File: src/rtl/decode_sequencer_if.sv
// Prefetch FIFO read port plus ModR/M decoder handshake, as seen from the decode sequencer.
interface decode_sequencer_if;
  logic        fifo_rd_en;
  logic [7:0]  fifo_rd_data;
  logic        fifo_empty;
  logic        modrm_start;
  logic        modrm_complete;
  logic        modrm_fifo_rd_en;
  logic        modrm_fifo_empty;
  logic        modrm_immed_start;
  logic        modrm_immed_is_8bit;
  logic        modrm_immed_complete;
  logic [15:0] modrm_immediate;

  modport master (
    output fifo_rd_en,
    input  fifo_rd_data,
    input  fifo_empty,
    output modrm_start,
    input  modrm_complete,
    input  modrm_fifo_rd_en,
    output modrm_fifo_empty,
    input  modrm_immed_start,
    input  modrm_immed_is_8bit,
    output modrm_immed_complete,
    output modrm_immediate
  );

  modport slave (
    input  fifo_rd_en,
    output fifo_rd_data,
    output fifo_empty,
    input  modrm_start,
    output modrm_complete,
    output modrm_fifo_rd_en,
    input  modrm_fifo_empty,
    output modrm_immed_start,
    output modrm_immed_is_8bit,
    input  modrm_immed_complete,
    input  modrm_immediate
  );
endinterface

File: src/rtl/decode_sequencer.sv
// Sequences opcode, ModR/M (+displacement) and immediate fetch over the single FIFO read port.
// Read data returns one cycle after fifo_rd_en; reads stall while fifo_empty; flush aborts to IDLE.
module decode_sequencer #(
  parameter bit DISP8_SIGN_EXTEND = 1'b1
) (
  input  logic               clk,
  input  logic               reset_n,
  input  logic               start,
  input  logic               flush,
  output logic               busy,
  output logic               complete,
  output logic [7:0]         opcode,
  input  logic               need_modrm,
  input  logic [1:0]         immed_bytes,
  output logic [15:0]        instr_immediate,
  decode_sequencer_if.master bus
);
  typedef enum logic [2:0] {IDLE, OPCODE, DECODE, MODRM, DISP, IMMED, DONE} state_t;

  state_t      state, state_nxt;
  logic [1:0]  rd_need, rd_need_nxt, rd_issued, rd_recv;
  logic [1:0]  immed_len, dec_len;
  logic        rd_vld;
  logic        reading, own_rd, data_last;
  logic [7:0]  disp_ext;
  logic [15:0] disp_q;
  logic        immed_done_q;

  // Own byte reader: one outstanding-count pair shared by OPCODE, DISP and IMMED.
  assign reading   = (state == OPCODE) || (state == DISP) || (state == IMMED);
  assign own_rd    = reading && (rd_issued != rd_need) && !bus.fifo_empty && !flush;
  assign data_last = rd_vld && ((rd_recv + 2'd1) == rd_need);
  assign dec_len   = (immed_bytes == 2'd3) ? 2'd2 : immed_bytes;
  assign disp_ext  = (DISP8_SIGN_EXTEND && (rd_need == 2'd1) && bus.fifo_rd_data[7]) ? 8'hFF : 8'h00;

  assign bus.modrm_immed_complete = immed_done_q;
  assign bus.modrm_immediate      = disp_q;

  always_comb begin
    state_nxt            = state;
    rd_need_nxt          = rd_need;
    busy                 = (state != IDLE);
    complete             = (state == DONE) && !flush;
    bus.modrm_start      = (state == MODRM) && !flush && !bus.modrm_complete;
    bus.modrm_fifo_empty = (state == MODRM) ? bus.fifo_empty : 1'b1;
    bus.fifo_rd_en       = (state == MODRM) ? (bus.modrm_fifo_rd_en && !bus.fifo_empty && !flush)
                                            : own_rd;
    case (state)
      IDLE: if (start) begin
        state_nxt   = OPCODE;
        rd_need_nxt = 2'd1;
      end
      OPCODE: if (data_last) state_nxt = DECODE;
      DECODE: begin
        if (need_modrm) begin
          state_nxt = MODRM;
        end else if (dec_len != 2'd0) begin
          state_nxt   = IMMED;
          rd_need_nxt = dec_len;
        end else begin
          state_nxt = DONE;
        end
      end
      MODRM: begin
        if (bus.modrm_complete) begin
          if (immed_len != 2'd0) begin
            state_nxt   = IMMED;
            rd_need_nxt = immed_len;
          end else begin
            state_nxt = DONE;
          end
        end else if (bus.modrm_immed_start && !bus.modrm_immed_complete) begin
          state_nxt   = DISP;
          rd_need_nxt = bus.modrm_immed_is_8bit ? 2'd1 : 2'd2;
        end
      end
      DISP:    if (data_last) state_nxt = MODRM;
      IMMED:   if (data_last) state_nxt = DONE;
      DONE:    state_nxt = IDLE;
      default: state_nxt = IDLE;
    endcase
    if (flush) state_nxt = IDLE;
  end

  always_ff @(posedge clk or negedge reset_n) begin
    if (!reset_n) begin
      state           <= IDLE;
      rd_need         <= 2'd0;
      rd_issued       <= 2'd0;
      rd_recv         <= 2'd0;
      rd_vld          <= 1'b0;
      immed_len       <= 2'd0;
      opcode          <= 8'h00;
      instr_immediate <= 16'h0000;
      disp_q          <= 16'h0000;
      immed_done_q    <= 1'b0;
    end else begin
      state   <= state_nxt;
      rd_need <= rd_need_nxt;
      rd_vld  <= own_rd;
      if (state_nxt != state) begin
        rd_issued <= 2'd0;
        rd_recv   <= 2'd0;
      end else begin
        if (own_rd) rd_issued <= rd_issued + 2'd1;
        if (rd_vld) rd_recv <= rd_recv + 2'd1;
      end
      if (state == DECODE) immed_len <= dec_len;
      if ((state == IDLE) && start && !flush) begin
        instr_immediate <= 16'h0000;
        disp_q          <= 16'h0000;
      end
      // A return landing in the flush cycle belongs to the abandoned instruction.
      if (rd_vld && !flush) begin
        case (state)
          OPCODE: opcode <= bus.fifo_rd_data;
          DISP: begin
            if (rd_recv == 2'd0) disp_q <= {disp_ext, bus.fifo_rd_data};
            else                 disp_q[15:8] <= bus.fifo_rd_data;
          end
          IMMED: begin
            if (rd_recv == 2'd0) instr_immediate <= {8'h00, bus.fifo_rd_data};
            else                 instr_immediate[15:8] <= bus.fifo_rd_data;
          end
          default: ;
        endcase
      end
      if (flush || bus.modrm_complete)     immed_done_q <= 1'b0;
      else if ((state == DISP) && data_last) immed_done_q <= 1'b1;
    end
  end
endmodule

File: src/flat_wrapper.sv
// flat-port wrapper written by rule: the top's interface ports become plain ports
module decode_sequencer_flat 
#(
  parameter bit DISP8_SIGN_EXTEND = 1'b1
)
  (clk, reset_n, start, flush, busy, complete, opcode, need_modrm, immed_bytes, instr_immediate, bus_fifo_rd_en, bus_fifo_rd_data, bus_fifo_empty, bus_modrm_start, bus_modrm_complete, bus_modrm_fifo_rd_en, bus_modrm_fifo_empty, bus_modrm_immed_start, bus_modrm_immed_is_8bit, bus_modrm_immed_complete, bus_modrm_immediate);
  decode_sequencer_if bus_i ();
  input  logic clk;
  input  logic reset_n;
  input  logic start;
  input  logic flush;
  output logic busy;
  output logic complete;
  output logic [7:0] opcode;
  input  logic need_modrm;
  input  logic [1:0] immed_bytes;
  output logic [15:0] instr_immediate;
  output wire logic [$bits(bus_i.fifo_rd_en)-1:0] bus_fifo_rd_en;
  input wire logic [$bits(bus_i.fifo_rd_data)-1:0] bus_fifo_rd_data;
  input wire logic [$bits(bus_i.fifo_empty)-1:0] bus_fifo_empty;
  output wire logic [$bits(bus_i.modrm_start)-1:0] bus_modrm_start;
  input wire logic [$bits(bus_i.modrm_complete)-1:0] bus_modrm_complete;
  input wire logic [$bits(bus_i.modrm_fifo_rd_en)-1:0] bus_modrm_fifo_rd_en;
  output wire logic [$bits(bus_i.modrm_fifo_empty)-1:0] bus_modrm_fifo_empty;
  input wire logic [$bits(bus_i.modrm_immed_start)-1:0] bus_modrm_immed_start;
  input wire logic [$bits(bus_i.modrm_immed_is_8bit)-1:0] bus_modrm_immed_is_8bit;
  output wire logic [$bits(bus_i.modrm_immed_complete)-1:0] bus_modrm_immed_complete;
  output wire logic [$bits(bus_i.modrm_immediate)-1:0] bus_modrm_immediate;
  assign bus_fifo_rd_en = bus_i.fifo_rd_en;
  assign bus_i.fifo_rd_data = bus_fifo_rd_data;
  assign bus_i.fifo_empty = bus_fifo_empty;
  assign bus_modrm_start = bus_i.modrm_start;
  assign bus_i.modrm_complete = bus_modrm_complete;
  assign bus_i.modrm_fifo_rd_en = bus_modrm_fifo_rd_en;
  assign bus_modrm_fifo_empty = bus_i.modrm_fifo_empty;
  assign bus_i.modrm_immed_start = bus_modrm_immed_start;
  assign bus_i.modrm_immed_is_8bit = bus_modrm_immed_is_8bit;
  assign bus_modrm_immed_complete = bus_i.modrm_immed_complete;
  assign bus_modrm_immediate = bus_i.modrm_immediate;
  decode_sequencer #(.DISP8_SIGN_EXTEND(DISP8_SIGN_EXTEND)) u_core (.clk(clk), .reset_n(reset_n), .start(start), .flush(flush), .busy(busy), .complete(complete), .opcode(opcode), .need_modrm(need_modrm), .immed_bytes(immed_bytes), .instr_immediate(instr_immediate), .bus(bus_i));
endmodule
File: config.mk
export PLATFORM = sky130hd
export DESIGN_NAME = decode_sequencer_flat
export DESIGN_NICKNAME = d
export VERILOG_FILES = /design/src/rtl/decode_sequencer_if.sv /design/src/rtl/decode_sequencer.sv /design/src/flat_wrapper.sv
export SDC_FILE = /design/constraint.sdc
export NUM_CORES = 1
export LEC_CHECK = 0
export CAP_MARGIN = 20
export CORE_MARGIN = 1
export CORE_UTILIZATION = 60
export DETAILED_ROUTE_END_ITERATION = 8
export DONT_BUFFER_PORTS = 1
export GPL_ROUTABILITY_DRIVEN = 0
export PLACE_DENSITY = 0.76
export SYNTH_ARGS = -nofsm -noshare
export SYNTH_HDL_FRONTEND = slang
export SYNTH_SLANG_ARGS = --single-unit
File: constraint.sdc
create_clock -name clk -period 2 [get_ports clk]
set_input_delay 0.4 -clock clk [delete_from_list [all_inputs] [get_ports clk]]
set_output_delay 0.4 -clock clk [all_outputs]
set_load 0.05 [all_outputs]
==> PnR_summary.wiki <==
{| class="wikitable"
! Metric !! Value
|-
| Wire length of the first global-routing pass || 8950 um
|-
| Antenna Diode Count || 0
|-
| Remaining antenna violation count after routing || 0
|-
| Core area || 4060 um^2
|-
| Crit path setup slack, layout || 0.0223 ns
|-
| Max Clk Rate || 0.506 GHz
|-
| Non-filler cells in the finished layout || 320
|-
| Total Power Consumption || 2.28 mW
|-
| Width of the die || 67.3 um
|-
| Data arrival, critical path || 1.58 ns
|-
| Number of unique standard cell types used by synthesis || 45
|-
| Worst hold margin || 0.144 ns
|-
| Post-Layout Inst Area || 2890 um^2
|-
| Number of violations reported at the end of detailed-routing iteration 0 || 162
|-
| Max Root-Sink Buffers || 2
|-
| Clock sink count || 53
|-
| Post-synth ARST share || 100%
|-
| Die Footprint || 4530 um^2
|-
| # DRC || 0
|-
| CTS tree || built
|-
| WHS Path Cells || 1
|-
| Required time at the worst-slack endpoint || 1.60 ns
|-
| Overall fraction of global-route tracks in use || 27.1%
|-
| Critical path capture point type || output pin
|-
| Layout cell share with drive strength beyond 1 || 21.1%
|-
| Count of final setup violators || 0
|-
| Post-Syn Nets || 276
|-
| Final period utilization || 98.9%
|-
| Number of hold violations in the final report || 0
|-
| Routed length per placed instance || 18.0 um
|-
| Worst-case vdd ir drop || 0.624 mV
|-
| Post-synthesis instance total || 255
|-
| Total power divided by cell area || 788 nW/um^2
|-
| Initial antenna violation count || 0
|-
| Count of buffers inserted at the top-level ports || 0
|-
| Least-Margin Pin Slew || 0.502 ns
|-
| Post-Synthesis Mean Instance Area || 10.0 um^2
|-
| Kind of start point of the critical path || flop
|-
| Pre-CTS setup slack || 0.128 ns
|-
| Count of flip-flops with a built-in enable after synthesis || 0
|-
| Fraction of synthesized cell area taken by the top area cell type || 51.8%
|-
| Total of flip-flops plus latches after synthesis || 53
|-
| Area post-placement || 2690 um^2
|-
| Overflow left after global routing || 0
|-
| Result of the run || completed
|-
| Routed Wire Length || 5780 um
|-
| WS Path Type || reg2out
|-
| Commonest cells post-synth || 53 x dfrtp_1, 42 x nand2_1, 22 x a21oi_1
|-
| Via count normalized by instance count || 6.10
|-
| Most used flip-flop cell after synthesis || dfrtp_1
|-
| Cell at the slowest stage of the critical path || dfrtp_2
|-
| Worst hold-check path type || in2reg
|-
| Effective utilization at floorplan || 63.1%
|-
| Sum of net half-perimeters after detailed placement || 3840 um
|-
| Leading post-synthesis cells by cell area || dfrtp_1 52%, nand2_1 6.2%, mux2_2 4.4%, a21oi_1 4.3%, nand3_1 3.3%
|-
| Vertical die dimension || 67.3 um
|-
| Maximum cell stage delay along the critical path || 0.47 ns
|-
| # H-tree levels || 2
|-
| Depth of the most critical reg-to-reg path || 6
|-
| Fin nets || 290
|-
| Max-cap violation count || 0
|-
| Ordered cell list for the critical path || nor2_1 > nor4_4 > o21a_1 > o21bai_2 > buf_12
|-
| Clock latency at the later pin of the worst-skew pair || 0.31 ns
|-
| Sequential-to-total area share from yosys stat || 51.8%
|-
| Core utilization of the finished layout || 71.3%
|-
| Clock transition time at the flip-flop clock pins of the worst setup and hold paths || 0.09 ns
|-
| Setup TNS Final || 0 ns
|-
| Synthesized cell area || 2560 um^2
|-
| Pin count of the biggest net entering global routing || 54
|-
| Overall via count from detail_route || 1953
|-
| Num CTS Buffers || 5
|-
| Critical path peak fanout || 8
|-
| Clock root buffer master || clkbuf_8
|-
| Post-layout min period || 1.98 ns
|-
| Vias in the first global route || 1903
|-
| Number of max-slew violations in the final report || 0
|-
| Static Leak || 1.35 nW
|-
| Layout overhead on the synthesized area || 13.1%
|-
| Cell type contributing the most total cell area after synthesis || dfrtp_1
|-
| Max-slew headroom || 66.6%
|-
| I/O pin count || 66
|-
| Total number of yosys warnings || 0
|-
| Final worst clock skew || 0.00864 ns
|-
| Most frequent cell after synthesis || dfrtp_1
|-
| Number of iterations in the first detailed-routing pass || 4
|-
| Total instance count after detailed placement || 306
|-
| Cell Rows || 23
|}
==> registers in the layout, summed over array words and instances, names as in the netlist <==
register / flops
u_core.bus.modrm_immed_complete: 1
u_core.bus.modrm_immediate: 16
u_core.immed_len: 2
u_core.instr_immediate: 16
u_core.opcode: 8
u_core.rd_issued: 2
u_core.rd_need: 2
u_core.rd_recv: 2
u_core.rd_vld: 1
u_core.state: 3
==> cell families (layout without fill, tap and decap cells) <==
group / after synthesis / after routing / share of synthesized area (%)
AOI/OAI and AO/OA: 51 / 51 / 13.8
xor gates and xnor gates: 5 / 5 / 1.71
adders and majority gates: 1 / 1 / 0.489
buffers and inverters: 22 / 37 / 3.96
DFF: 53 / 53 / 51.8
muxes: 16 / 16 / 6.94
and+or+nand+nor: 107 / 107 / 21.3
==> final timing paths <==
kind / slack (ns) / start / end
hold reg to reg: 0.58 / u_core.immed_len[0]$_DFFE_PN0P_ / u_core.immed_len[0]$_DFFE_PN0P_
hold / removal: 0.14 / flush / u_core.state[2]$_DFF_PN0_
setup reg to reg: 0.04 / u_core.state[1]$_DFF_PN0_ / u_core.rd_recv[1]$_DFFE_PN0P_
min in group asynchronous: 0.64 / reset_n / u_core.instr_immediate[5]$_DFF_PN0_
max in group asynchronous: 1.14 / reset_n / u_core.state[0]$_DFF_PN0_
setup / recovery: 0.02 / u_core.state[0]$_DFF_PN0_ / bus_fifo_rd_en
==> layer usage <==
metal	share of wire (%)	vias up	track usage [%]
li1	-	913	-
met1	44	947	38.0
met2	45	88	40.6
met3	9.4	5	8.45
met4	0.85	0	7.45
met5	0	-	0
==> critical path, delay by kind of cell (launching register included) <==
family	cells	cell delay, ns
flip-flops	1	0.47
AND/OR/NAND/NOR	2	0.33
AO/OA/AOI/OAI	2	0.32
buffers and inverters	1	0.15
==> final cells by class <==
class | count | area (um^2)
fill | 291 | 1160
sequential | 53 | 1330
clock inverter | 3 | 21.3
timing repair buffer | 22 | 204
inverter | 7 | 26.3
multi-input combinational | 180 | 1180
clock buffer | 5 | 68.8
tap | 50 | 62.6
==> cell usage in the layout (no fill, tap or decap), types with 8 or more instances in the layout <==
| cell | instances |
|---|---|
| nor3_1 | 9 |
| nand3_1 | 17 |
| nand2b_1 | 13 |
| dfrtp_1 | 50 |
| mux2_2 | 10 |
| buf_4 | 18 |
| nor2_1 | 9 |
| a21oi_1 | 22 |
| a22o_1 | 8 |
| nand2_1 | 42 |
==> power breakdown <==
group          internal (mW)  switching (mW)  total [mW]
logic                  0.154           0.175       0.330
clock network          0.249           0.351       0.600
registers               1.14           0.214        1.35
total                   1.54           0.740        2.28
==> repair_timing <==
item,4_1_cts,5_1_grt
pin swaps,0,2
hold buffers,2,0
resized for setup,4,8
setup buffers,0,4
hold endpoints to repair,53,0
cloned,0,0
endpoints found under the setup margin,2,3
Power figures use the tool's default switching activity.
